File: src/rtl/instr_loader.sv
// Boot loader: parses a [len16][payload][csum8] byte stream into 32-bit instruction-memory writes.
// Latency: one cycle from the 4th byte of a word to imem_we; one cycle from the checksum byte to done/err.
// Backpressure: in_ready is a pure state decode, so a byte is accepted on every cycle with in_valid while loading.
module instr_loader #(
  parameter int ADDR_WIDTH = 10
) (
  input  logic                  i_clk,
  input  logic                  i_rst,
  input  logic                  i_start,
  input  logic [7:0]            i_in_data,
  input  logic                  i_in_valid,
  output logic                  o_in_ready,
  output logic                  o_imem_we,
  output logic [ADDR_WIDTH-1:0] o_imem_addr,
  output logic [31:0]           o_imem_wdata,
  output logic                  o_cpu_rst,
  output logic                  o_busy,
  output logic                  o_done,
  output logic                  o_err
);

  // Largest word count that fits in instruction memory.
  localparam logic [16:0] MAX_WORDS = 17'd1 << (ADDR_WIDTH - 2);

  typedef enum logic [2:0] {
    S_IDLE, S_LEN0, S_LEN1, S_DATA, S_CSUM, S_DONE, S_ERR
  } state_t;

  state_t                r_state;
  state_t                w_next;
  logic [7:0]            r_len_lo;
  logic [15:0]           r_len;
  logic [1:0]            r_byte_cnt;
  logic [15:0]           r_word_idx;
  logic [23:0]           r_asm;
  logic [7:0]            r_sum;
  logic                  r_we;
  logic [ADDR_WIDTH-1:0] r_addr;
  logic [31:0]           r_wdata;
  logic                  r_done;
  logic                  r_err;

  logic                  w_xfer;
  logic                  w_start_ok;
  logic [15:0]           w_len;
  logic                  w_oversize;
  logic                  w_word_end;
  logic                  w_last_word;

  assign w_xfer      = i_in_valid && o_in_ready;
  assign w_start_ok  = i_start && ((r_state == S_IDLE) || (r_state == S_DONE) || (r_state == S_ERR));
  assign w_len       = {i_in_data, r_len_lo};
  assign w_oversize  = {1'b0, w_len} > MAX_WORDS;
  assign w_word_end  = (r_state == S_DATA) && w_xfer && (r_byte_cnt == 2'd3);
  assign w_last_word = (r_word_idx == (r_len - 16'd1));

  assign o_imem_we    = r_we;
  assign o_imem_addr  = r_addr;
  assign o_imem_wdata = r_wdata;
  assign o_done       = r_done;
  assign o_err        = r_err;

  // State register.
  always_ff @(posedge i_clk) begin
    if (i_rst) begin
      r_state <= S_IDLE;
    end else begin
      r_state <= w_next;
    end
  end

  // Next-state and state-decoded outputs; the core stays in reset unless the last load verified.
  always_comb begin
    w_next     = r_state;
    o_in_ready = 1'b0;
    o_busy     = 1'b0;
    o_cpu_rst  = 1'b1;
    case (r_state)
      S_IDLE, S_ERR: begin
        if (w_start_ok) w_next = S_LEN0;
      end
      S_DONE: begin
        o_cpu_rst = 1'b0;
        if (w_start_ok) w_next = S_LEN0;
      end
      S_LEN0: begin
        o_in_ready = 1'b1;
        o_busy     = 1'b1;
        if (w_xfer) w_next = S_LEN1;
      end
      S_LEN1: begin
        o_in_ready = 1'b1;
        o_busy     = 1'b1;
        if (w_xfer) begin
          if (w_oversize)         w_next = S_ERR;
          else if (w_len == '0)   w_next = S_CSUM;
          else                    w_next = S_DATA;
        end
      end
      S_DATA: begin
        o_in_ready = 1'b1;
        o_busy     = 1'b1;
        if (w_word_end && w_last_word) w_next = S_CSUM;
      end
      S_CSUM: begin
        o_in_ready = 1'b1;
        o_busy     = 1'b1;
        if (w_xfer) w_next = (i_in_data == r_sum) ? S_DONE : S_ERR;
      end
      default: w_next = S_IDLE;
    endcase
  end

  // Datapath: length capture, word assembly, running checksum, write strobe and result flags.
  always_ff @(posedge i_clk) begin
    if (i_rst) begin
      r_len_lo   <= '0;
      r_len      <= '0;
      r_byte_cnt <= '0;
      r_word_idx <= '0;
      r_asm      <= '0;
      r_sum      <= '0;
      r_we       <= 1'b0;
      r_addr     <= '0;
      r_wdata    <= '0;
      r_done     <= 1'b0;
      r_err      <= 1'b0;
    end else begin
      r_we <= 1'b0;
      if (w_start_ok) begin
        r_done     <= 1'b0;
        r_err      <= 1'b0;
        r_byte_cnt <= '0;
        r_word_idx <= '0;
        r_sum      <= '0;
      end
      if ((r_state == S_LEN0) && w_xfer) begin
        r_len_lo <= i_in_data;
      end
      if ((r_state == S_LEN1) && w_xfer) begin
        r_len <= w_len;
        if (w_oversize) r_err <= 1'b1;
      end
      if ((r_state == S_DATA) && w_xfer) begin
        r_sum      <= r_sum + i_in_data;
        r_byte_cnt <= r_byte_cnt + 2'd1;
        // Bytes arrive LSB first, so shift each new one in from the top.
        r_asm      <= {i_in_data, r_asm[23:8]};
        if (r_byte_cnt == 2'd3) begin
          r_we       <= 1'b1;
          r_addr     <= {r_word_idx[ADDR_WIDTH-3:0], 2'b00};
          r_wdata    <= {i_in_data, r_asm};
          r_word_idx <= r_word_idx + 16'd1;
        end
      end
      if ((r_state == S_CSUM) && w_xfer) begin
        if (i_in_data == r_sum) r_done <= 1'b1;
        else                    r_err  <= 1'b1;
      end
    end
  end

endmodule

File: config.mk
export PLATFORM = sky130hd
export DESIGN_NAME = instr_loader
export DESIGN_NICKNAME = d
export VERILOG_FILES = /design/src/rtl/instr_loader.sv
export SDC_FILE = /design/constraint.sdc
export NUM_CORES = 1
export LEC_CHECK = 0
export CAP_MARGIN = 0
export CORE_MARGIN = 10
export CORE_UTILIZATION = 51
export CTS_BUF_LIST = sky130_fd_sc_hd__clkbuf_4 sky130_fd_sc_hd__clkbuf_8 sky130_fd_sc_hd__clkbuf_16
export DETAILED_ROUTE_END_ITERATION = 8
export HOLD_SLACK_MARGIN = 0.1
export PLACE_DENSITY = 0.76
export SLEW_MARGIN = 40
export SYNTH_ARGS = -nofsm -noshare
export SYNTH_HDL_FRONTEND = slang
export SYNTH_SLANG_ARGS = --single-unit
File: constraint.sdc
create_clock -name i_clk -period 3.2 [get_ports i_clk]
set_input_delay 0.96 -clock i_clk [delete_from_list [all_inputs] [get_ports i_clk]]
set_output_delay 0.96 -clock i_clk [all_outputs]
set_load 0.01 [all_outputs]
### Word-level counts from Yosys, hierarchy flattened

Index checks and enable logic that the tools add are counted.

| word-level totals | value |
|---|---|
| flip-flop bits (word level) | 120 |
| input port bits | 12 |
| output and inout bits | 48 |
| logic and storage cells | 77 |

| operators by class | value |
|---|---|
| add/subtract/negate cells | 4 |
| order comparisons | 1 |
| equal/unequal tests | 14 |
| multiplexer cells | 27 |
| bitwise operators | 1 |
| reduce and logical (&&, ||, !) cells | 18 |

Operators with widths:

| operator | number |
|---|---|
| 16-bit two-way mux | 3 |
| 3-bit two-way mux | 7 |
| 16-bit by 1-bit adder with 16-bit output, second input constant | 1 |
| 16-bit == test | 1 |
| 16-bit by 9-bit greater-than comparator with 1-bit output, second input constant | 1 |
| 16-bit logical NOT | 1 |
| 8-bit two-way mux | 2 |
| 16-bit by 1-bit subtractor with 16-bit output, second input constant | 1 |
| 3-bit one-hot mux with 5 select lines | 1 |
| 1-bit two-way mux | 11 |
| 3-bit == test, second input constant | 3 |
| 8-bit adder | 1 |
| 8-bit == test | 1 |
| 1-bit logical AND | 8 |
| 2-bit != test, second input constant | 4 |
| 3-bit by 2-bit == test with 1-bit output, second input constant | 2 |
| 2-bit two-way mux | 3 |
| 5-bit AND reduction | 1 |
| 4-bit OR reduction | 1 |
| 3-bit by 1-bit == test with 1-bit output, second input constant | 1 |
| 3-bit logical NOT | 1 |
| 3-bit OR reduction | 1 |
| 2-bit by 1-bit adder with 2-bit output, second input constant | 1 |
| 2-bit == test, second input constant | 1 |
| other kinds (6) | 7 |

### Depth between registers and ports, before layout

| depth | value |
|---|---|
| depth after elaboration | 9 |
| depth in mapped cells | 10 |
| mapped depth without buffers | 9 |

### Least setup slack after synthesis

No wires, ideal clock.

| timing path | value |
|---|---|
| path kind | input to register |
| start | input port i_in_valid |
| end | register r_state[2] |
| setup time | 0.117 ns |
| arrival | 2.936 ns |
| data required time | 3.083 ns |
| slack | 0.147 ns |
| stages | 8 |
| path buffers | 1 |
| cells stage by stage | nor2b_1 and3_1 clkbuf_1 nand2_1 nor4_1 a41oi_1 or4_1 a32o_1 |

| between the ends | value |
|---|---|
| cells in the longest elaborated chain, start to end | 6 |
| elaborated cells on any way between the ends | 9 |
| classes of those cells | 4 x eq/ne; 5 x reduce/logical |

RTL lines:

| what | RTL line | source |
|---|---|---|
| start: declaration | 11 | `input logic i_in_valid,` |
| 1-bit logical AND (*) | 50 | `assign w_xfer = i_in_valid && o_in_ready;` |
| 1-bit logical AND (2 in series) | 54 | `assign w_word_end = (r_state == S_DATA) && w_xfer && (r_byte_cnt == 2'd3);` |
| 1-bit logical AND | 103 | `if (w_word_end && w_last_word) w_next = S_CSUM;` |
| 2-bit != test (no line) | - |  |
| 5-bit AND reduction (no line) (*) | - |  |
| end signal: assignment | 68 | `r_state <= w_next;` |
| end: declaration | 29 | `state_t r_state;` |

Mark *: on every way between the ends. The rest lies on a longest branch, timed or not.
A chain may end at the register's enable or synchronous reset.

### Final worst setup path

| timing path | value |
|---|---|
| start | register r_state[0] |
| end | output port o_busy |

| between the ends | value |
|---|---|
| cells in the longest elaborated chain, start to end | 3 |
| elaborated cells on any way between the ends | 6 |
| classes of those cells | 4 x eq/ne; 1 x mux; 1 x reduce/logical |

RTL lines:

| what | RTL line | source |
|---|---|---|
| 3-bit by 1-bit == test with 1-bit output (tied with other cells) | 78 | `case (r_state)` |
| 4-bit OR reduction (no line) (*) | - |  |
| 1-bit two-way mux (*) | 78 |  |
| end: declaration | 17 | `output logic o_busy,` |

Marks and branches as above.

==> metrics.cfg <==
[critical_path]
arrival_ns=2.05
crit_fanout=16
timing_worst_setup_path_type=flop to output port
critical_path.slowest_cell=sky130_fd_sc_hd__dfxtp_1
worst_path_cell_chain=nor2_1, xnor2_1, clkdlybuf4s50_1
critical_path.reg2reg.endpoint=r_state[2]
critical-path-top-delay-family=flip-flops
setup.reg_to_reg.worst_slack_ns=0.23
critical_path_buf_inv_count=1
worstPathRequired_ns=2.24
critPathMaxStageDelay_ns=0.59
critPathCaptureType=output port
reg2reg_from=r_len[6]
launching_element_type_of_the_critical_path=flop
ff2ff_path_depth=7

[timing]
rsz0062_at_grt=no
final_period_util_pct=94.0
final-setup-viol-count=0
period_minus_slack_ns=3.01
report.final.hold_viol_count=0
postLayoutSetupSlackWorst_ns=0.190
max_freq_mhz=332
finalHoldWorstSlack_ns=0.453
timing.final.max_slew_violations=0
tightestPinTransition_ns=0.643
timing.max_slew.rel_slack_pct=56.7
maximum_clock_skew_at_final_layout_ns=0.00662

[clock_tree]
clk_latency_ns=0.52
cts-htree-levels=4
number_of_buffers_between_clock_root_and_the_deepest_sink=2
post-cts-setup-buffers=0
cts_hold_buffers=0
cts_buf_count=17
clockRootBuffer=sky130_fd_sc_hd__clkbuf_8
cts_tree=done
clkTransAtPathRegs_ns=0.06
cts.sinks=120
cts_resized=0

[min_path]
worst_hold_path.endpoint=o_imem_wdata[7]
hold_path_class=flop to flop
min_delay_path_depth=2
holdCritStartpoint=o_imem_wdata[7]

[die]
num_io_pins=60
dieArea_sq_um=15500
coreArea_sq_um=10700
num_rows=38
initial_utilization_pct=51.8
floorplan.die.width_um=124
fp.dieH_um=124

[power_and_ir_drop]
switchingPower_mw=1.43
clock_power_share_pct=42.2
cell_internal_pwr_mw=3.22
switching_share_pct=30.8
leakage_nw=2.50
p_comb_share_pct=21.6
vdd_ir_drop_max_mv=0.402
power.density_nw_per_um2=665
finalPower_mw=4.65
power.share.sequential_pct=36.2

[layout]
fraction_of_layout_instances_using_a_drive_strength_above_1_pct=10.4
postLayoutCoreUtil_pct=65.2
flow.area_growth_from_synthesis_pct=25.9
final_cells=946
diodes=0
fillers=913
final_net_count=816

[detailed_routing]
drtPass1Iterations=6
routed-via-count=5346
drtIter0Drc=431
routed_wirelength_um=15600
detail_route.vias_per_cell=5.65
drc=0
route.detailed.wl_per_inst_um=16.5
final_antenna_net_count=0

[logic_synthesis]
seq_area_frac_synth_pct=43.2
synthesis.instances=732
yosys_warnings=0
edff_count_synth=0
synth.distinct_cells=58
synth_area_leader_cell=sky130_fd_sc_hd__dfxtp_1
post-synth-top-area-fraction_pct=43.2
synth-async-reset-ratio_pct=0
synth.ff_latch_count=120
total_standard_cell_area_after_synthesis_sq_um=5560
syn_area_per_cell_sq_um=7.60
synth.area.top_cells=sky130_fd_sc_hd__dfxtp_1, sky130_fd_sc_hd__nand2_1, sky130_fd_sc_hd__a21oi_1
synth_ff_type=sky130_fd_sc_hd__dfxtp_1

[place]
gp_congestion=0.957
placement.io_buffers=57
hpwl_um=11000
worst_setup_timing_slack_at_the_placement_stage_ns=-0.0509
placed_cells_incl_taps=914

[outcome]
outcome=complete, no violations

[global_routing]
grt_max_degree=55
busiest_layer=met2
grt_pass1_wl_um=25600
met3_usage_pct=6.26
grtUsageMet1_pct=22.3
global_route.usage.total_pct=19.6
via_count_of_the_first_global_routing_pass=5175
remaining_global_route_overflow=0
grt_use_met2_pct=33.5
antenna_found_initial=0

[flow_run]
cap_viol_max_count=0

==> worst register-to-register path, delay by kind of cell (launching register included) <==
family | cells | cell delay [ns]
DFF | 1 | 0.37
AOI/OAI and AO/OA | 3 | 0.60
and+or+nand+nor | 4 | 1.90
==> registers in the layout (all words and copies together) (netlist names) <==
signal / flops
o_imem_wdata: 32
r_asm: 24
r_len: 16
r_word_idx: 16
o_imem_addr: 8
r_len_lo: 8
r_sum: 8
r_state: 3
r_byte_cnt: 2
o_done: 1
o_err: 1
o_imem_we: 1
==> routing by layer <==
layer / routed length [um] / up-vias
met3: 1060 / 30
met4: 372 / 0
met5: 0 / -
li1: - / 2627
met1: 6480 / 2512
met2: 7690 / 177
==> cells in the mapped netlist (3+ instances only) <==
master / n
sky130_fd_sc_hd__ha_1: 10
sky130_fd_sc_hd__a211oi_1: 4
sky130_fd_sc_hd__nor2_1: 39
sky130_fd_sc_hd__nor2b_1: 6
sky130_fd_sc_hd__o21ai_0: 13
sky130_fd_sc_hd__and3_1: 6
sky130_fd_sc_hd__nor4_1: 9
sky130_fd_sc_hd__or2_2: 3
sky130_fd_sc_hd__clkbuf_1: 45
sky130_fd_sc_hd__and2_1: 4
sky130_fd_sc_hd__nand3_1: 17
sky130_fd_sc_hd__dfxtp_1: 120
sky130_fd_sc_hd__xor2_1: 14
sky130_fd_sc_hd__nor3_1: 18
sky130_fd_sc_hd__buf_4: 3
sky130_fd_sc_hd__mux2i_1: 3
sky130_fd_sc_hd__or3_1: 3
sky130_fd_sc_hd__a21oi_1: 118
sky130_fd_sc_hd__nand4_1: 7
sky130_fd_sc_hd__or4_1: 4
sky130_fd_sc_hd__a31oi_1: 5
sky130_fd_sc_hd__xnor2_1: 16
sky130_fd_sc_hd__nand2_1: 203
sky130_fd_sc_hd__inv_1: 10
sky130_fd_sc_hd__a311oi_1: 3
sky130_fd_sc_hd__mux2_2: 3
sky130_fd_sc_hd__nand2b_1: 5
==> worst max path at each step <==
stage | start | endpoint | depth (start not counted)
2_1_floorplan | i_in_valid | r_state[2] | 8
3_3_place_gp | i_in_data[0] | r_sum[6] | 10
3_5_place_dp | i_in_valid | r_state[2] | 8
4_1_cts | r_state[1] | o_busy | 3
5_1_grt | r_state[0] | o_busy | 3
6_report | r_state[0] | o_busy | 3
==> power groups by stage <==
stage	Sequential, mW	Combinational (mW)	Clock, mW
2_1_floorplan	1.65	0.729	0
3_3_place_gp	1.70	0.976	0
3_5_place_dp	1.71	0.992	0
4_1_cts	1.68	0.999	1.98
5_1_grt	1.70	1.10	2.04
6_report	1.68	1.01	1.96
==> per-stage QoR <==
stage	TNS, ns	cell area, sq um
detailed placement	-0.123	6390
CTS	0	7000
floorplan	0	5570
global placement	0	6390
finish	0	7000
global route	0	7000
==> cells by family (layout without fill, tap and decap cells) <==
family	count (synthesis)	in the layout	synth area share, %
and+or+nand+nor	331	331	26.0
xor gates and xnor gates	30	30	4.72
other	1	2	0.0674
AOI/OAI and AO/OA	170	170	17.7
buffers and inverters	63	136	4.63
DFF	120	120	43.2
muxes	6	6	1.15
adders and majority gates	11	11	2.61
==> final cells by class <==
cell class / instances / area, sq um / area share [%]
Multi-Input combinational cell: 550 / 2910 / 41.5
Timing Repair Buffer: 94 / 871 / 12.4
Sequential cell: 120 / 2400 / 34.3
Clock buffer: 18 / 422 / 6.02
Inverter: 10 / 37.5 / 0.536
Tap cell: 140 / 175 / 2.50
Clock inverter: 14 / 188 / 2.68
==> placed cells by master (no fill, tap or decap), types with 3 or more instances in the layout <==
| cell | count |
|---|---|
| sky130_fd_sc_hd__a311oi_1 | 3 |
| sky130_fd_sc_hd__nor4_1 | 9 |
| sky130_fd_sc_hd__mux2i_1 | 3 |
| sky130_fd_sc_hd__xnor2_1 | 16 |
| sky130_fd_sc_hd__and3_1 | 6 |
| sky130_fd_sc_hd__clkdlybuf4s50_1 | 56 |
| sky130_fd_sc_hd__inv_6 | 5 |
| sky130_fd_sc_hd__nor2_1 | 39 |
| sky130_fd_sc_hd__a211oi_1 | 4 |
| sky130_fd_sc_hd__dfxtp_1 | 119 |
| sky130_fd_sc_hd__mux2_2 | 3 |
| sky130_fd_sc_hd__nand2_1 | 203 |
| sky130_fd_sc_hd__ha_1 | 10 |
| sky130_fd_sc_hd__bufinv_16 | 3 |
| sky130_fd_sc_hd__or3_1 | 3 |
| sky130_fd_sc_hd__clkbuf_16 | 16 |
| sky130_fd_sc_hd__clkinvlp_4 | 3 |
| sky130_fd_sc_hd__a21oi_1 | 118 |
| sky130_fd_sc_hd__a31oi_1 | 5 |
| sky130_fd_sc_hd__or4_1 | 4 |
| sky130_fd_sc_hd__and2_1 | 4 |
| sky130_fd_sc_hd__or2_2 | 3 |
| sky130_fd_sc_hd__nand2b_1 | 5 |
| sky130_fd_sc_hd__buf_4 | 36 |
| sky130_fd_sc_hd__nor2b_1 | 6 |
| sky130_fd_sc_hd__nand3_1 | 17 |
| sky130_fd_sc_hd__nor3_1 | 18 |
| sky130_fd_sc_hd__xor2_1 | 14 |
| sky130_fd_sc_hd__nand4_1 | 7 |
| sky130_fd_sc_hd__inv_1 | 10 |
| sky130_fd_sc_hd__o21ai_0 | 13 |
Power figures use the tool's default switching activity.
